`src/rtl/fifo_transaction_pkg.sv`:
```
// Shared constants, types and threshold helper for the FIFO transaction generator.
package fifo_transaction_pkg;

    localparam int unsigned LFSR_W     = 32;
    localparam logic [31:0] LFSR_POLY  = 32'h8020_0003;
    localparam logic [31:0] SEED_A_RST = 32'h0000_0001;
    localparam logic [31:0] SEED_B_RST = 32'hA5A5_5A5A;
    localparam logic [31:0] SEED_B_XOR = 32'hA5A5_5A5A;

    typedef enum logic {
        ST_IDLE = 1'b0,
        ST_RUN  = 1'b1
    } state_e;

    typedef struct packed {
        logic rst_n;
        logic wr_en;
        logic rd_en;
    } txn_ctl_t;

    // Percentage to 8-bit compare threshold; 100% saturates at 255.
    function automatic logic [7:0] thr(input int unsigned pct);
        int unsigned t;
        t = (pct * 256) / 100;
        if (t > 255) begin
            t = 255;
        end
        return 8'(t);
    endfunction

endpackage

```
`src/rtl/fifo_txn_lfsr.sv`:
```
// 32-bit Galois LFSR with seed load, step enable and an all-zero guard.
module fifo_txn_lfsr
    import fifo_transaction_pkg::*;
#(
    parameter logic [31:0] RST_VAL = 32'h0000_0001,
    parameter int unsigned OUT_W   = 32
) (
    input  logic             clk,
    input  logic             rst,
    input  logic             load_i,
    input  logic             step_i,
    input  logic [31:0]      load_val_i,
    output logic [OUT_W-1:0] state_o
);

    logic [LFSR_W-1:0] state_q;
    logic [LFSR_W-1:0] state_d;
    logic [LFSR_W-1:0] stepped;

    // Load beats step; a zero state would lock the LFSR, so it is forced to 1.
    always_comb begin
        stepped = state_q >> 1;
        if (state_q[0]) begin
            stepped = stepped ^ LFSR_POLY;
        end
        state_d = state_q;
        if (load_i) begin
            state_d = load_val_i;
        end else if (step_i) begin
            state_d = stepped;
        end
        if (state_d == '0) begin
            state_d = 32'h0000_0001;
        end
    end

    always_ff @(posedge clk) begin
        if (rst) begin
            state_q <= RST_VAL;
        end else begin
            state_q <= state_d;
        end
    end

    assign state_o = state_q[OUT_W-1:0];

endmodule

```
`src/rtl/fifo_transaction_gen.sv`:
```
// Weighted-random FIFO transaction generator: one transaction per clock for NUM_TXN cycles.
module fifo_transaction_gen
    import fifo_transaction_pkg::*;
#(
    parameter int unsigned FIFO_WIDTH    = 16,
    parameter int unsigned FIFO_DEPTH    = 8,
    parameter int unsigned NUM_TXN       = 1000,
    parameter int unsigned WR_EN_ON_DIST = 70,
    parameter int unsigned RD_EN_ON_DIST = 30,
    parameter int unsigned RST_ON_DIST   = 2,
    localparam int unsigned CNT_W        = $clog2(NUM_TXN + 1)
) (
    input  logic                  clk,
    input  logic                  rst,
    input  logic                  seed_load,
    input  logic [31:0]           seed,
    input  logic                  start,
    output logic                  txn_valid,
    output logic                  txn_rst_n,
    output logic [FIFO_WIDTH-1:0] txn_data_in,
    output logic                  txn_wr_en,
    output logic                  txn_rd_en,
    output logic [CNT_W-1:0]      txn_count,
    output logic                  busy,
    output logic                  done
);

    localparam logic [7:0] WR_THR  = thr(WR_EN_ON_DIST);
    localparam logic [7:0] RD_THR  = thr(RD_EN_ON_DIST);
    localparam logic [7:0] RST_THR = thr(RST_ON_DIST);
    localparam int unsigned B_W    = 24;

    if (FIFO_WIDTH < 1 || FIFO_WIDTH > 32 || FIFO_DEPTH < 1) begin : g_bad_params
        $error("fifo_transaction_gen: unsupported FIFO_WIDTH/FIFO_DEPTH");
    end

    state_e                state_q, state_d;
    logic                  busy_q, busy_d;
    logic                  done_q, done_d;
    logic                  valid_q, valid_d;
    logic [FIFO_WIDTH-1:0] data_q, data_d;
    txn_ctl_t              ctl_q, ctl_d;
    logic [CNT_W-1:0]      count_q, count_d;

    logic                  idle_c;
    logic                  load_c;
    logic                  start_c;
    logic [FIFO_WIDTH-1:0] lfsr_a;
    logic [B_W-1:0]        lfsr_b;

    assign idle_c  = (state_q == ST_IDLE);
    assign load_c  = idle_c && seed_load;
    assign start_c = idle_c && start && !seed_load;

    fifo_txn_lfsr #(
        .RST_VAL (SEED_A_RST),
        .OUT_W   (FIFO_WIDTH)
    ) u_lfsr_a (
        .clk        (clk),
        .rst        (rst),
        .load_i     (load_c),
        .step_i     (busy_q),
        .load_val_i (seed),
        .state_o    (lfsr_a)
    );

    fifo_txn_lfsr #(
        .RST_VAL (SEED_B_RST),
        .OUT_W   (B_W)
    ) u_lfsr_b (
        .clk        (clk),
        .rst        (rst),
        .load_i     (load_c),
        .step_i     (busy_q),
        .load_val_i (seed ^ SEED_B_XOR),
        .state_o    (lfsr_b)
    );

    // RUN issues a transaction every cycle until NUM_TXN are out, then retires to IDLE with done.
    always_comb begin
        state_d = state_q;
        valid_d = 1'b0;
        data_d  = data_q;
        ctl_d   = '{rst_n: 1'b1, wr_en: 1'b0, rd_en: 1'b0};
        count_d = count_q;
        done_d  = done_q;
        unique case (state_q)
            ST_IDLE: begin
                if (start_c) begin
                    state_d = ST_RUN;
                    count_d = '0;
                    done_d  = 1'b0;
                end
            end
            ST_RUN: begin
                if (count_q == CNT_W'(NUM_TXN)) begin
                    state_d = ST_IDLE;
                    done_d  = 1'b1;
                end else begin
                    valid_d     = 1'b1;
                    data_d      = lfsr_a;
                    ctl_d.wr_en = (lfsr_b[7:0] < WR_THR);
                    ctl_d.rd_en = (lfsr_b[15:8] < RD_THR);
                    ctl_d.rst_n = !(lfsr_b[23:16] < RST_THR);
                    count_d     = CNT_W'(count_q + 1'b1);
                end
            end
            default: state_d = ST_IDLE;
        endcase
        busy_d = (state_d == ST_RUN);
    end

    always_ff @(posedge clk) begin
        if (rst) begin
            state_q <= ST_IDLE;
            busy_q  <= 1'b0;
            done_q  <= 1'b0;
            valid_q <= 1'b0;
            data_q  <= '0;
            ctl_q   <= '{rst_n: 1'b0, wr_en: 1'b0, rd_en: 1'b0};
            count_q <= '0;
        end else begin
            state_q <= state_d;
            busy_q  <= busy_d;
            done_q  <= done_d;
            valid_q <= valid_d;
            data_q  <= data_d;
            ctl_q   <= ctl_d;
            count_q <= count_d;
        end
    end

    assign txn_valid   = valid_q;
    assign txn_rst_n   = ctl_q.rst_n;
    assign txn_data_in = data_q;
    assign txn_wr_en   = ctl_q.wr_en;
    assign txn_rd_en   = ctl_q.rd_en;
    assign txn_count   = count_q;
    assign busy        = busy_q;
    assign done        = done_q;

endmodule

```
`config.mk`:
```
export PLATFORM = sky130hd
export DESIGN_NAME = fifo_transaction_gen
export DESIGN_NICKNAME = d
export VERILOG_FILES = /design/src/rtl/fifo_transaction_pkg.sv /design/src/rtl/fifo_txn_lfsr.sv /design/src/rtl/fifo_transaction_gen.sv
export SDC_FILE = /design/constraint.sdc
export NUM_CORES = 1
export LEC_CHECK = 0
export CORE_UTILIZATION = 25
export CTS_CLUSTER_SIZE = 14
export DETAILED_ROUTE_END_ITERATION = 16
export HOLD_SLACK_MARGIN = 0.06
export MAX_ROUTING_LAYER = met4
export PLACE_DENSITY = 0.42
export SLEW_MARGIN = 10
export SYNTH_ARGS = -nofsm -noshare
export SYNTH_HDL_FRONTEND = slang
export SYNTH_SLANG_ARGS = --single-unit
```
`constraint.sdc`:
```
create_clock -name clk -period 2.2 [get_ports clk]
set_input_delay 0.33 -clock clk [delete_from_list [all_inputs] [get_ports clk]]
set_output_delay 0.33 -clock clk [all_outputs]
set_load 0.02 [all_outputs]
```
==> Yosys cells after proc, flatten, opt, wreduce, memory -nomap -nowiden <==
Cells that the tools add are included.
{ "word_totals": {"output_inout_bits": 32, "input_bits": 36, "register_bits": 96} }
{ "classes": {"bitwise": 5, "n_addsub": 1, "mux": 18, "order_cmp": 3, "reduce_logical": 14, "n_eq_ne": 4} }
{ "ops": {"columns": ["cell", "count"], "rows": [
  ["$mux W32", 7],
  ["$logic_not A32 Y1", 2],
  ["$mux W10", 2],
  ["$pmux W10 S2", 1],
  ["$not A16 Y16", 1],
  ["$add A10 B1 Y10 const B", 1],
  ["$eq A10 B10 Y1 const B", 1],
  ["$lt A8 B3 Y1 const B", 1],
  ["$lt A8 B7 Y1 const B", 1],
  ["$lt A8 B8 Y1 const B", 1],
  ["$not A3 Y4", 2],
  ["$mux W3", 2],
  ["$reduce_and A2 Y1", 3],
  ["$reduce_or A2 Y1", 3],
  ["$mux W1", 4],
  ["$ne A2 B1 Y1 const B", 2],
  ["$pmux W1 S2", 2],
  ["$logic_and A1 B1 Y1", 3],
  ["$reduce_or A3 Y1", 1],
  ["$logic_not A1 Y1", 2],
  ["$ne A2 B2 Y1 const B", 1],
  ["$not A1 Y1", 2]
]} }

==> Logic depth before layout (Yosys ltp) <==
{ "depth": {"word_depth": 6, "ltp_mapped": 11} }

==> By module <==
From an unflattened synthesis, not the netlist that was laid out.
{ "hier_totals": {"cells_unflattened": 563, "hier_area_um2": 4981.0} }
{ "modules_own_cells": {"columns": ["module", "n_inst", "area_per_inst_um2", "cells_each"], "rows": [
  ["fifo_txn_lfsr at u_lfsr_b", 1, 1813.0, 189],
  ["fifo_txn_lfsr at u_lfsr_a", 1, 1746.7, 194],
  ["fifo_transaction_gen", 1, 1421.4, 180]
]} }

==> Worst setup path after synthesis <==
OpenSTA, ideal clock, no wires.
{ "synth_timing": {"path_kind": "reg2reg", "start": "register busy_q (netlist: busy)", "end": "register u_lfsr_a.state_q[6]", "stages_incl_launch_ff": 9, "arrival_ps": 2351, "path_slack_ps": -276, "setup_time_ps": 125, "path_cell_list": "dfxtp_1 inv_2 clkbuf_1 mux2i_1 nand4_1 or4_4 o21ai_4 buf_6 nor2_2"} }
{ "synth_between": {"elab_chain_len": 5, "elab_cells_between_ends": 6, "classes_between": "mux: 2; bitwise: 1; reduce/logical: 3"} }
{ "synth_lines": {"columns": ["element", "line", "source"], "rows": [
  ["start, declared", "fifo_transaction_gen.sv:38", "logic busy_q, busy_d;"],
  ["start signal, assigned", "fifo_transaction_gen.sv:124", "busy_q <= busy_d;"],
  ["$not A1 Y1 (no source line)", null, null],
  ["$logic_and A1 B1 Y1", null, null],
  ["$mux W32 (*)", "fifo_txn_lfsr.sv:27", "if (load_i) begin"],
  ["$logic_not A32 Y1", "fifo_txn_lfsr.sv:32", "if (state_d == '0) begin"],
  ["$reduce_or A2 Y1 (no source line)", null, null],
  ["end signal, assigned", "fifo_txn_lfsr.sv:41", "state_q <= state_d;"],
  ["end, declared", "fifo_txn_lfsr.sv:16", "logic [LFSR_W-1:0] state_q;"]
]} }
Mark *: on every way between the ends. The rest lies on a longest branch, timed or not.
A chain may end at the register's enable or synchronous reset.

==> Final worst setup path <==
{ "layout_timing": {"start": "register busy_q (netlist: busy)", "end": "register u_lfsr_b.state_q[28]"} }
{ "layout_between": {"elab_chain_len": 5, "elab_cells_between_ends": 6, "classes_between": "mux: 2; bitwise: 1; reduce/logical: 3"} }
{ "layout_lines": {"columns": ["element", "line"], "rows": [
  ["$not A1 Y1 (no source line)", null],
  ["$logic_and A1 B1 Y1", null],
  ["$mux W32 (*)", "fifo_txn_lfsr.sv:27"],
  ["$logic_not A32 Y1", "fifo_txn_lfsr.sv:32"],
  ["$reduce_or A2 Y1 (no source line)", null],
  ["end signal, assigned", "fifo_txn_lfsr.sv:41"],
  ["end, declared", "fifo_txn_lfsr.sv:16"]
]} }
Marks and branches as above.

==> reports/qor.yml <==
outcome: "finished with violations"
failed_checks: "DRC, setup timing"
max_freq_mhz: 446
path_clk_slew_ns: 0.07
rsz0062_at_grt: "yes"
path_max_fanout: 13
skew_ns: 0.00707
hp-class: "flip-flop to flip-flop"
cts-root-buf: "clkbuf_16"
post-route-period-util_pct: 102
grt_pass1_wl_um: 22200
slew_headroom_pct: 63.0
synthCells: 497
drive_above_1_share_pct: 26.5
arrival_ns: 2.48
netlist.area_leader.share_pct: 41.5
worstSetupPathType: "flip-flop to flip-flop"
drtIter0Drc: 216
syn_avg_cell_area_um2: 9.32
end_kind: "flip-flop"
critical_path_buf_inv_count: 3
final_common_cell: "dfxtp_1"
cts-buffers-inserted: 9
die_y_um: 138
max_stage_delay_ns: 0.42
die-area_um2: 19100
grt_start_max_net_pins: 34
layout_common_cells: "dfxtp_1 (94), buf_4 (77), nor2_1 (73), clkdlybuf4s50_1 (63), mux2i_1 (45)"
cpMaxStageDelayCell: "or3_1"
yosysUniqueCellTypes: 46
setup_viol: 46
holdBufCountCts: 0
cts_tree: "done"
yosys-top-cells-area: "dfxtp_1 (41%), mux2i_1 (12%), nor2_1 (5.9%)"
report.final.slew_viol_count: 0
ant_nets: 0
grt_overflow_total: 0
drc: 4
syn_nets: 536
clock_latency_ns: 0.35
finalWorstSetupSlack_ns: -0.0418
tightest_slew_ns: 0.552
period_needed_ns: 2.24
p_leak_nw: 2.71
diodes: 0
ys_seq_area_share_pct: 41.5
syn_area_um2: 4630
power_density_nw_per_um2: 673
rrSetupSlack_ns: -0.04
start_util_pct: 25.6
viasPerCell: 4.47
drt_pre_antenna_iters: 10
critPathLaunchType: "flip-flop"
irDropWorstVdd_uv: 349
antenna_found_initial: 0
timing.hold.ws_ns: 0.485
ys_seq_elements: 96
cap_violations: 0
hold_viol: 0
routed-via-count: 3871
p_total_mw: 4.44
hpwl_um: 10900
cts_num_sinks: 96
clk_path_buf_depth: 2
h-tree-depth: 3
rows: 49
io_buffers: 67
grt_usage_pct: 15.8
synth_largest_area_cell: "dfxtp_1"
crit_path_cell_trace: "inv_4, buf_12, or3_1, a2111oi_4, nand4_1, o31ai_4, buf_6, nor2b_1"
crit_required_ns: 2.44
nNetsFinal: 671
routed_wl_um: 14200
area_growth_pct: 42.5
die_x_um: 138
ys_warn_count: 0
routedWlPerCell_um: 16.4
io_pins: 68
grt_pass1_vias: 3986
critPathTopFamily: "simple AND/OR/NAND/NOR gates"
core-area_um2: 18100
gp_congestion: 0.831
-- cell usage after synthesis (all sizes together) --
cell type	instances
dfxtp	96
nor2	83
mux2i	55
nand2	28
mux2	26
nand2b	24
o21ai	23
nor2b	22
buf	20
o31ai	19
nand4	14
and2	11
clkbuf	11
a21oi	9
xor2	9
inv	6
nand3	5
nor3	4
nor4	4
xnor2	4
a2111oi	3
a211o	3
and3	3
ha	3
or4	3
or3	2
a211oi	1
a31oi	1
a41oi	1
nand4bb	1
o21a	1
o311a	1
o31a	1
-- cell type report --
| cell class | count | area (um^2) |
|---|---|---|
| multi-input combinational | 364 | 2620 |
| tap | 229 | 287 |
| inverter | 6 | 25.0 |
| sequential | 96 | 1920 |
| clock inverter | 2 | 12.5 |
| timing repair buffer | 155 | 1460 |
| clock buffer | 14 | 274 |
| fill | 1801 | 11500 |
-- layer usage --
metal / track usage, % / share of wire (%) / up-vias
li1: - / - / 1988
met1: 20.5 / 49 / 1820
met5: - / 0 / -
met2: 24.7 / 47 / 50
met4: 6.45 / 1.5 / 0
met3: 2.04 / 2.3 / 13
-- metrics by stage --
step	instance area (um^2)	util [%]	std cells	setup TNS [ns]	worst slack, ns
finish	6600	36.5	866	-0.985	-0.0418
CTS	6460	35.7	862	-0.443	-0.0282
floorplan	4660	-	497	-1.96	-0.0896
detailed placement	6120	33.8	846	-22.64	-0.543
global route	6600	36.5	866	-4.85	-0.143
global placement	6120	33.8	846	-23.28	-0.563
-- sequential cells by signal, indices dropped and copies added (netlist names) --
name / count
txn_rd_en: 1
done: 1
txn_data_in: 16
u_lfsr_a.state_q: 32
txn_valid: 1
busy: 1
txn_count: 10
u_lfsr_b.state_q: 32
txn_wr_en: 1
txn_rst_n: 1
-- cell families (layout without fill, tap and decap cells) --
kind of cell             count (synthesis)  count (layout)  share of synthesized area, %
XOR/XNOR                                13              13                          2.46
buffers and inverters                   37             177                          4.97
AND/OR/NAND/NOR                        204             204                          22.3
adder cells (fa/ha/maj)                  3               3                         0.810
flip-flops                              96              96                          41.5
AO/OA/AOI/OAI                           63              63                          9.61
multiplexers                            81              81                          18.4
-- what timing repair did --
item,CTS,global route
buffers inserted,0,3
resized for setup,14,17
pin swaps,4,2
setup endpoints to repair,48,51
gates cloned,0,1
-- power breakdown --
group	internal, mW	leakage, nW	switching, mW	total [mW]
clock network	0.860	0.139	0.677	1.54
registers	1.86	0.790	0.0876	1.94
logic	0.515	1.79	0.448	0.963
total	3.23	2.71	1.21	4.44
-- worst register-to-register path, cell delays in order, from the launching register on --
cell and delay (ns):
dfxtp_2 0.39, inv_4 0.07, buf_12 0.15, or3_1 0.42, a2111oi_4 0.39, nand4_1 0.22
o31ai_4 0.27, buf_6 0.17, nor2b_1 0.05
-- final timing paths --
check,start,endpoint,cells past startpoint
max,busy$_SDFF_PP0_,u_lfsr_b.state_q[28]$_SDFF_PP0_,8
min,done$_SDFFE_PP0P_,done$_SDFFE_PP0P_,2
max reg2reg,busy$_SDFF_PP0_,u_lfsr_b.state_q[28]$_SDFF_PP0_,8
min reg2reg,done$_SDFFE_PP0P_,done$_SDFFE_PP0P_,2
(Power assumes the default switching activity.)
